### config.mk
export PLATFORM = sky130hd
export DESIGN_NAME = seq_digit_adder
export DESIGN_NICKNAME = d
export VERILOG_FILES = /design/src/rtl/seq_digit_adder.sv
export SDC_FILE = /design/constraint.sdc
export NUM_CORES = 1
export LEC_CHECK = 0
export CAP_MARGIN = 5
export CORE_MARGIN = 2
export CORE_UTILIZATION = 55
export DETAILED_ROUTE_END_ITERATION = 7
export GPL_TIMING_DRIVEN = 0
export PLACE_DENSITY = 0.9
export SYNTH_ARGS = -nofsm -noshare
export SYNTH_HDL_FRONTEND = slang
export SYNTH_SLANG_ARGS = --single-unit
### constraint.sdc
create_clock -name clk -period 4.44 [get_ports clk]
set_clock_uncertainty 0.2 [all_clocks]
set_input_delay 0.666 -clock clk [delete_from_list [all_inputs] [get_ports clk]]
set_output_delay 0.666 -clock clk [all_outputs]
set_load 0.01 [all_outputs]
### src/rtl/seq_digit_adder.sv
// seq_digit_adder: multi-cycle adder that consumes DIGIT bits per clock, LSB digit first.
// A DIGIT-bit ripple slice plus a registered carry walks the operands over STEPS cycles.
// Handshake: start is accepted whenever busy = 0; done pulses for one cycle with the result.
// Optional build macro SEQ_ADDER_SUB_EN adds a 'sub' input that turns the block into A - B.

module seq_digit_adder #(
   parameter int unsigned WIDTH = 16,
   parameter int unsigned DIGIT = 4
) (
   input  logic             clk,
   input  logic             rst_n,
   input  logic             start,
   input  logic [WIDTH-1:0] op_a,
   input  logic [WIDTH-1:0] op_b,
   input  logic             carry_in,
`ifdef SEQ_ADDER_SUB_EN
   input  logic             sub,
`endif
   output logic             busy,
   output logic             done,
   output logic [WIDTH-1:0] sum,
   output logic             carry_out,
   output logic             overflow
);

   localparam int unsigned STEPS = WIDTH / DIGIT;
   localparam int unsigned CW    = (STEPS > 1) ? $clog2(STEPS) : 1;

   typedef enum logic [1:0] {StIdle, StRun, StDone} state_e;

   state_e           state_q, state_d;
   logic [CW-1:0]    cnt_q, cnt_d;
   logic             carry_q, carry_d;
   logic [WIDTH-1:0] a_q, a_d;
   logic [WIDTH-1:0] b_q, b_d;
   logic [WIDTH-1:0] acc_q, acc_d;
   logic [WIDTH-1:0] sum_q, sum_d;
   logic             cout_q, cout_d;
   logic             ovf_q, ovf_d;

   logic [DIGIT:0]   slice;
   logic             msb_cin;
   logic [WIDTH-1:0] acc_shift;
   logic             last_step;
   logic             accept;
   logic [WIDTH-1:0] b_cap;
   logic             cin_cap;

   // Ripple slice over the current digit; carry into the slice MSB is recovered from its sum bit
   always_comb begin
      slice     = {1'b0, a_q[DIGIT-1:0]} + {1'b0, b_q[DIGIT-1:0]} + {{DIGIT{1'b0}}, carry_q};
      msb_cin   = slice[DIGIT-1] ^ a_q[DIGIT-1] ^ b_q[DIGIT-1];
      acc_shift = (acc_q >> DIGIT) | (WIDTH'(slice[DIGIT-1:0]) << (WIDTH - DIGIT));
      last_step = (cnt_q == CW'(STEPS - 1));
   end

   // Operand capture; subtraction is A + ~B + 1
   always_comb begin
`ifdef SEQ_ADDER_SUB_EN
      b_cap   = sub ? ~op_b : op_b;
      cin_cap = sub | carry_in;
`else
      b_cap   = op_b;
      cin_cap = carry_in;
`endif
   end

   // FSM next state and handshake outputs
   always_comb begin
      state_d = state_q;
      busy    = 1'b0;
      done    = 1'b0;
      accept  = 1'b0;
      unique case (state_q)
         StIdle: begin
            if (start) begin
               accept  = 1'b1;
               state_d = StRun;
            end
         end
         StRun: begin
            busy = 1'b1;
            if (last_step) state_d = StDone;
         end
         StDone: begin
            done = 1'b1;
            if (start) begin
               accept  = 1'b1;
               state_d = StRun;
            end else begin
               state_d = StIdle;
            end
         end
         default: state_d = StIdle;
      endcase
   end

   // Datapath next state: capture on accept, shift one digit per RUN cycle, publish on the last
   always_comb begin
      cnt_d   = cnt_q;
      carry_d = carry_q;
      a_d     = a_q;
      b_d     = b_q;
      acc_d   = acc_q;
      sum_d   = sum_q;
      cout_d  = cout_q;
      ovf_d   = ovf_q;
      if (accept) begin
         a_d     = op_a;
         b_d     = b_cap;
         carry_d = cin_cap;
         cnt_d   = '0;
      end else if (state_q == StRun) begin
         a_d     = a_q >> DIGIT;
         b_d     = b_q >> DIGIT;
         carry_d = slice[DIGIT];
         acc_d   = acc_shift;
         cnt_d   = cnt_q + 1'b1;
         if (last_step) begin
            cnt_d  = '0;
            sum_d  = acc_shift;
            cout_d = slice[DIGIT];
            ovf_d  = slice[DIGIT] ^ msb_cin;
         end
      end
   end

   // FSM state register
   always_ff @(posedge clk or negedge rst_n) begin
      if (!rst_n) state_q <= StIdle;
      else        state_q <= state_d;
   end

   // Datapath and result registers
   always_ff @(posedge clk or negedge rst_n) begin
      if (!rst_n) begin
         cnt_q   <= '0;
         carry_q <= 1'b0;
         a_q     <= '0;
         b_q     <= '0;
         acc_q   <= '0;
         sum_q   <= '0;
         cout_q  <= 1'b0;
         ovf_q   <= 1'b0;
      end else begin
         cnt_q   <= cnt_d;
         carry_q <= carry_d;
         a_q     <= a_d;
         b_q     <= b_d;
         acc_q   <= acc_d;
         sum_q   <= sum_d;
         cout_q  <= cout_d;
         ovf_q   <= ovf_d;
      end
   end

   assign sum       = sum_q;
   assign carry_out = cout_q;
   assign overflow  = ovf_q;

endmodule

# == Word-level counts from Yosys, hierarchy flattened ==
# Cells that the tools add are included.
# word_totals
register_bits,71
inputBits,36
out_inout_bits,20
# op_classes
n_addsub,3
n_eq_ne,5
muxes,17
bitwise,5
n_reduce_logical,6
# op_table
cell,count
2-to-1 mux 16 bit,4
bitwise OR 12 x 16 -> 16 bit,1
2-to-1 mux 2 bit,5
2-to-1 mux 1 bit,7
case mux 2 bit (3 select lines),1
adder 4 x 4 -> 5 bit,1
adder 5 x 1 -> 5 bit,1
equality test 2 bit (second input constant),2
!= test 2 bit (second input constant),2
AND reduction 2 bit,2
AND reduction 3 bit,1
bitwise XOR 1 bit,3
adder 2 x 1 -> 2 bit (second input constant),1
equality test 2 x 1 -> 1 bit (second input constant),1
logical NOT 2 bit,1
nonzero test 2 bit,1
OR reduction 2 bit,1
inverter 1 bit,1

# == Longest topological paths before layout ==
# logic_depth
ltp_word,5
depth_mapped,8
ltp_nobuf,8

# == Least setup slack after synthesis ==
# No wires, ideal clock.
# synth_path
path_kind,flip-flop to flip-flop
from,register carry_q
to,register ovf_q (netlist: overflow)
setup_time_ps,123
arrival_time_ps,1648
path_slack_ps,2469
stages_incl_launch_ff,9
synth_period_minus_slack_ps,1971
path_cell_list,dfrtp_1 -> fa_1 -> inv_1 -> fa_1 -> nand2b_1 -> o2bb2ai_1 -> xnor2_1 -> xnor2_1 -> o21ai_1
# synth_via
elab_chain_len,4
# synth_lines
item,line_no,source
from (decl),33,"logic carry_q, carry_d;"
from (signal assigned),147,carry_q <= carry_d;
adder 5 x 1 -> 5 bit (*),51,"slice = {1'b0, a_q[DIGIT-1:0]} + {1'b0, b_q[DIGIT-1:0]} + {{DIGIT{1'b0}}, carry_q};"
bitwise XOR 1 bit (2 in series),52,msb_cin = slice[DIGIT-1] ^ a_q[DIGIT-1] ^ b_q[DIGIT-1];
bitwise XOR 1 bit (*),123,ovf_d = slice[DIGIT] ^ msb_cin;
to (signal assigned),153,ovf_q <= ovf_d;
to (decl),39,"logic ovf_q, ovf_d;"
# Every way passes the cells marked *; elsewhere a longest branch is shown, timed or not.
# A chain may end at the register's enable or synchronous reset.

# == Final worst setup path ==
# layout_path
from,register state_q[1]
to,output busy
# layout_via
elab_chain_len,2
# layout_lines
item,line_no,source
from (decl),31,"state_e state_q, state_d;"
from (signal assigned),130,if (!rst_n) state_q <= StIdle;
from (signal assigned),131,else state_q <= state_d;
equality test 2 x 1 -> 1 bit,74,unique case (state_q)
2-to-1 mux 1 bit,74,
to (decl),19,"output logic busy,"
# Every way passes these cells.

==> metrics.yaml <==
max_slew.worst_pin.slew_ns: 0.795
placed_cells_incl_taps: 373
ys_top_cells_by_area: "sky130_fd_sc_hd__dfrtp_1, sky130_fd_sc_hd__nand2_1, sky130_fd_sc_hd__a22oi_1"
crit_required_ns: 3.57
crit_type: "flip-flop to primary output"
core_area_um2: 5040
worst_path_most_repeated_cell: "sky130_fd_sc_hd__buf_6"
synth_warnings: 0
start_kind: "flip-flop"
final-instance-count-excl-fill: 389
use_met3: 0.0860
crit_buf_inv: 5
vias: 2048
power.combinational.fraction: 0.447
avgViaCountPerCell: 5.26
clock_tree.root_cell: "sky130_fd_sc_hd__clkbuf_8"
mappedNetlistNets: 290
layout_cell_share_with_drive_strength_beyond_1: 0.138
totalPowerFinal_mw: 2.73
ys_top_cells_by_count: "sky130_fd_sc_hd__nand2_1, sky130_fd_sc_hd__dfrtp_1, sky130_fd_sc_hd__a22oi_1"
vias_in_the_first_global_route: 2065
num-fill-cells: 371
sw_frac: 0.365
port-buffer-count: 55
cp_data_arrival_time_ns: 2.02
pin_count: 56
design.final.nets: 356
initialDrtViolationCount: 129
synth-edff-count: 0
ys_types: 31
multi_input_area_um2: 1040
cts.repair.resized: 0
number_of_failing_hold_endpoints_at_the_final_stage: 0
drt_drc_violations_left: 0
rsz0062_at_grt: "no"
initial_core_util: 0.564
initial_antenna_violation_count: 0
cts_buffers: 9
fin_util: 0.724
finalWirelength_mm: 5.74
ys_seq_area_frac: 0.590
drt_pass1_iterations: 4
synthesis.area_um2: 2840
grt_max_degree: 68
ctsLongestPathBuffers: 2
ys_dominant_reg_cell: "sky130_fd_sc_hd__dfrtp_1"
post-dp-hpwl_mm: 3.97
gpl.final_weighted_congestion: 0.764
part_of_the_total_power_dissipated_in_sequential_elements: 0.388
final.setup.tns_ns: 0
slowest_delay_ns: 0.57
gr-usage-met2: 0.377
number_of_setup_violations_in_the_final_report: 0
yosysMostFrequentCell: "sky130_fd_sc_hd__nand2_1"
cap_violations: 0
grt_pass1_wl_mm: 9.46
power_per_cell_area_nw_per_um2: 748
final_cell_area_excluding_filler_cells_um2: 3650
grt-ovfl-total: 0
period_minus_slack_ns: 2.89
outcome: "complete, no violations"
synthCells: 248
insertedDiodeCount: 0
clk_transition_reported_paths_ns: 0.07
top_usage_layer: "met2"
clockPowerShare: 0.164
die-height_um: 75.9
routed_wire_length_per_instance_um: 14.8
cp_max_fo: 10
die_w_um: 75.9
seq_area_um2: 1680
placementRows: 26
max-vdd-ir-drop_v: 0.000402
critical_path.slowest_cell: "sky130_fd_sc_hd__clkdlybuf4s50_1"
grtUsageMet1: 0.273
hold_buffers: 0
post_cts_buffers: 0
synth_largest_type_area_fraction: 0.590
setup.worst_path.end_class: "primary output"
fraction_of_registers_with_async_set_or_reset_after_synthesis: 1.00
timing.slew.headroom: 0.470
clk-insertion-delay-late_ns: 0.34
path_delay_family: "buffers and inverters"
netlist.top_cell.by_area: "sky130_fd_sc_hd__dfrtp_1"
synth.avg_cell_area_um2: 11.5
cts_sinks: 67
internal_power_mw: 1.73
worstHoldPathType: "input port to async pin"
area_growth_syn_to_layout_pct: 28.4
antenna_violating_nets_left: 0
p_switching_uw: 998
grtUsageTotal: 0.231
static-leakage-power_nw: 1.77
fmaxAchievable_mhz: 346
die_area_um2: 5760
crit_chain: "nand2b_1, buf_6, clkinv_4, buf_6, buf_2, clkdlybuf4s50_1"
synth-seq-cells: 67
htree_num_levels: 3
drv_slew: 0
post_route_fraction_of_the_period_consumed_by_the_critical_path: 0.651
clock_tree_from_tritoncts: "yes"
dpl_cell_area_um2: 3480
-- power by group through the flow --
| stage | sequential (mW) | combinational [mW] | clock (mW) |
|---|---|---|---|
| finish | 1.06 | 1.22 | 0.449 |
| global route | 1.09 | 1.37 | 0.481 |
| CTS | 1.06 | 1.24 | 0.453 |
| detailed placement | 1.07 | 1.23 | 0 |
| global placement | 1.05 | 1.17 | 0 |
| floorplan | 1.06 | 0.806 | 0 |
-- worst paths after layout --
| kind | from | end | slack, ns | cells after the start |
|---|---|---|---|---|
| hold / removal | rst_n | sum[0] | 0.21 | 1 |
| setup / recovery | state_q[1] | busy | 1.55 | 6 |
| min in group clk | a_q[7] | a_q[7] | 0.28 | 2 |
| hold reg to reg | a_q[7] | a_q[7] | 0.28 | 2 |
| max in group asynchronous | rst_n | a_q[9] | 3.32 | 1 |
| setup reg to reg | carry_q | overflow | 2.30 | 8 |
-- layout by cell type (no fill, tap or decap), drive strengths merged, types with 3 or more instances in the layout --
cell,count
inv,4
clkdlybuf4s50,54
mux2,13
xnor2,3
o21ai,9
ha,4
dfrtp,67
clkbuf,16
a22oi,23
buf,14
clkinv,3
a22o,9
nand2,81
-- sequential cells by signal, summed over array words and instances, names as in the netlist --
signal and flops:
acc_q 12, b_q 16, carry_q 1, overflow 1, cnt_q 2, sum 16
carry_out 1, a_q 16, state_q 2
-- worst reg2reg max path, stage by stage, from the launching register on --
cell,delay [ns]
sky130_fd_sc_hd__dfrtp_1,0.41
sky130_fd_sc_hd__fa_1,0.46
sky130_fd_sc_hd__inv_1,0.09
sky130_fd_sc_hd__fa_1,0.20
sky130_fd_sc_hd__nand2b_1,0.11
sky130_fd_sc_hd__o2bb2ai_1,0.17
sky130_fd_sc_hd__xnor2_1,0.17
sky130_fd_sc_hd__xnor2_1,0.15
sky130_fd_sc_hd__o21ai_1,0.08
-- through the flow --
step	hold slack, ns	setup slack, ns
after floorplan	0.170	2.47
after global placement	0.254	0.444
after detailed placement	0.263	1.91
after CTS	0.243	1.53
after global routing	0.276	1.47
final	0.208	1.55
-- final cells by class --
type,instances,share of cell area
buffer,15,0.0281
clock buffer,14,0.0446
clock inverter,2,0.00274
inverter,5,0.00651
multi-input combinational,161,0.285
sequential,67,0.459
tap,70,0.0240
timing repair buffer,55,0.150
-- cell families after synthesis --
logic type	Yosys count	synth area share
muxes	13	0.0634
DFF	67	0.590
xor gates and xnor gates	5	0.0180
AOI/OAI and AO/OA	48	0.125
buffers and inverters	20	0.0445
adders and majority gates	6	0.0317
and+or+nand+nor	89	0.127
-- per-layer routing --
layer / part of all wire / vias up
met3: 0.064 / 14
met1: 0.41 / 994
li1: - / 969
met4: 0.025 / 0
met2: 0.50 / 71
met5: 0 / -
(Power assumes the default switching activity.)
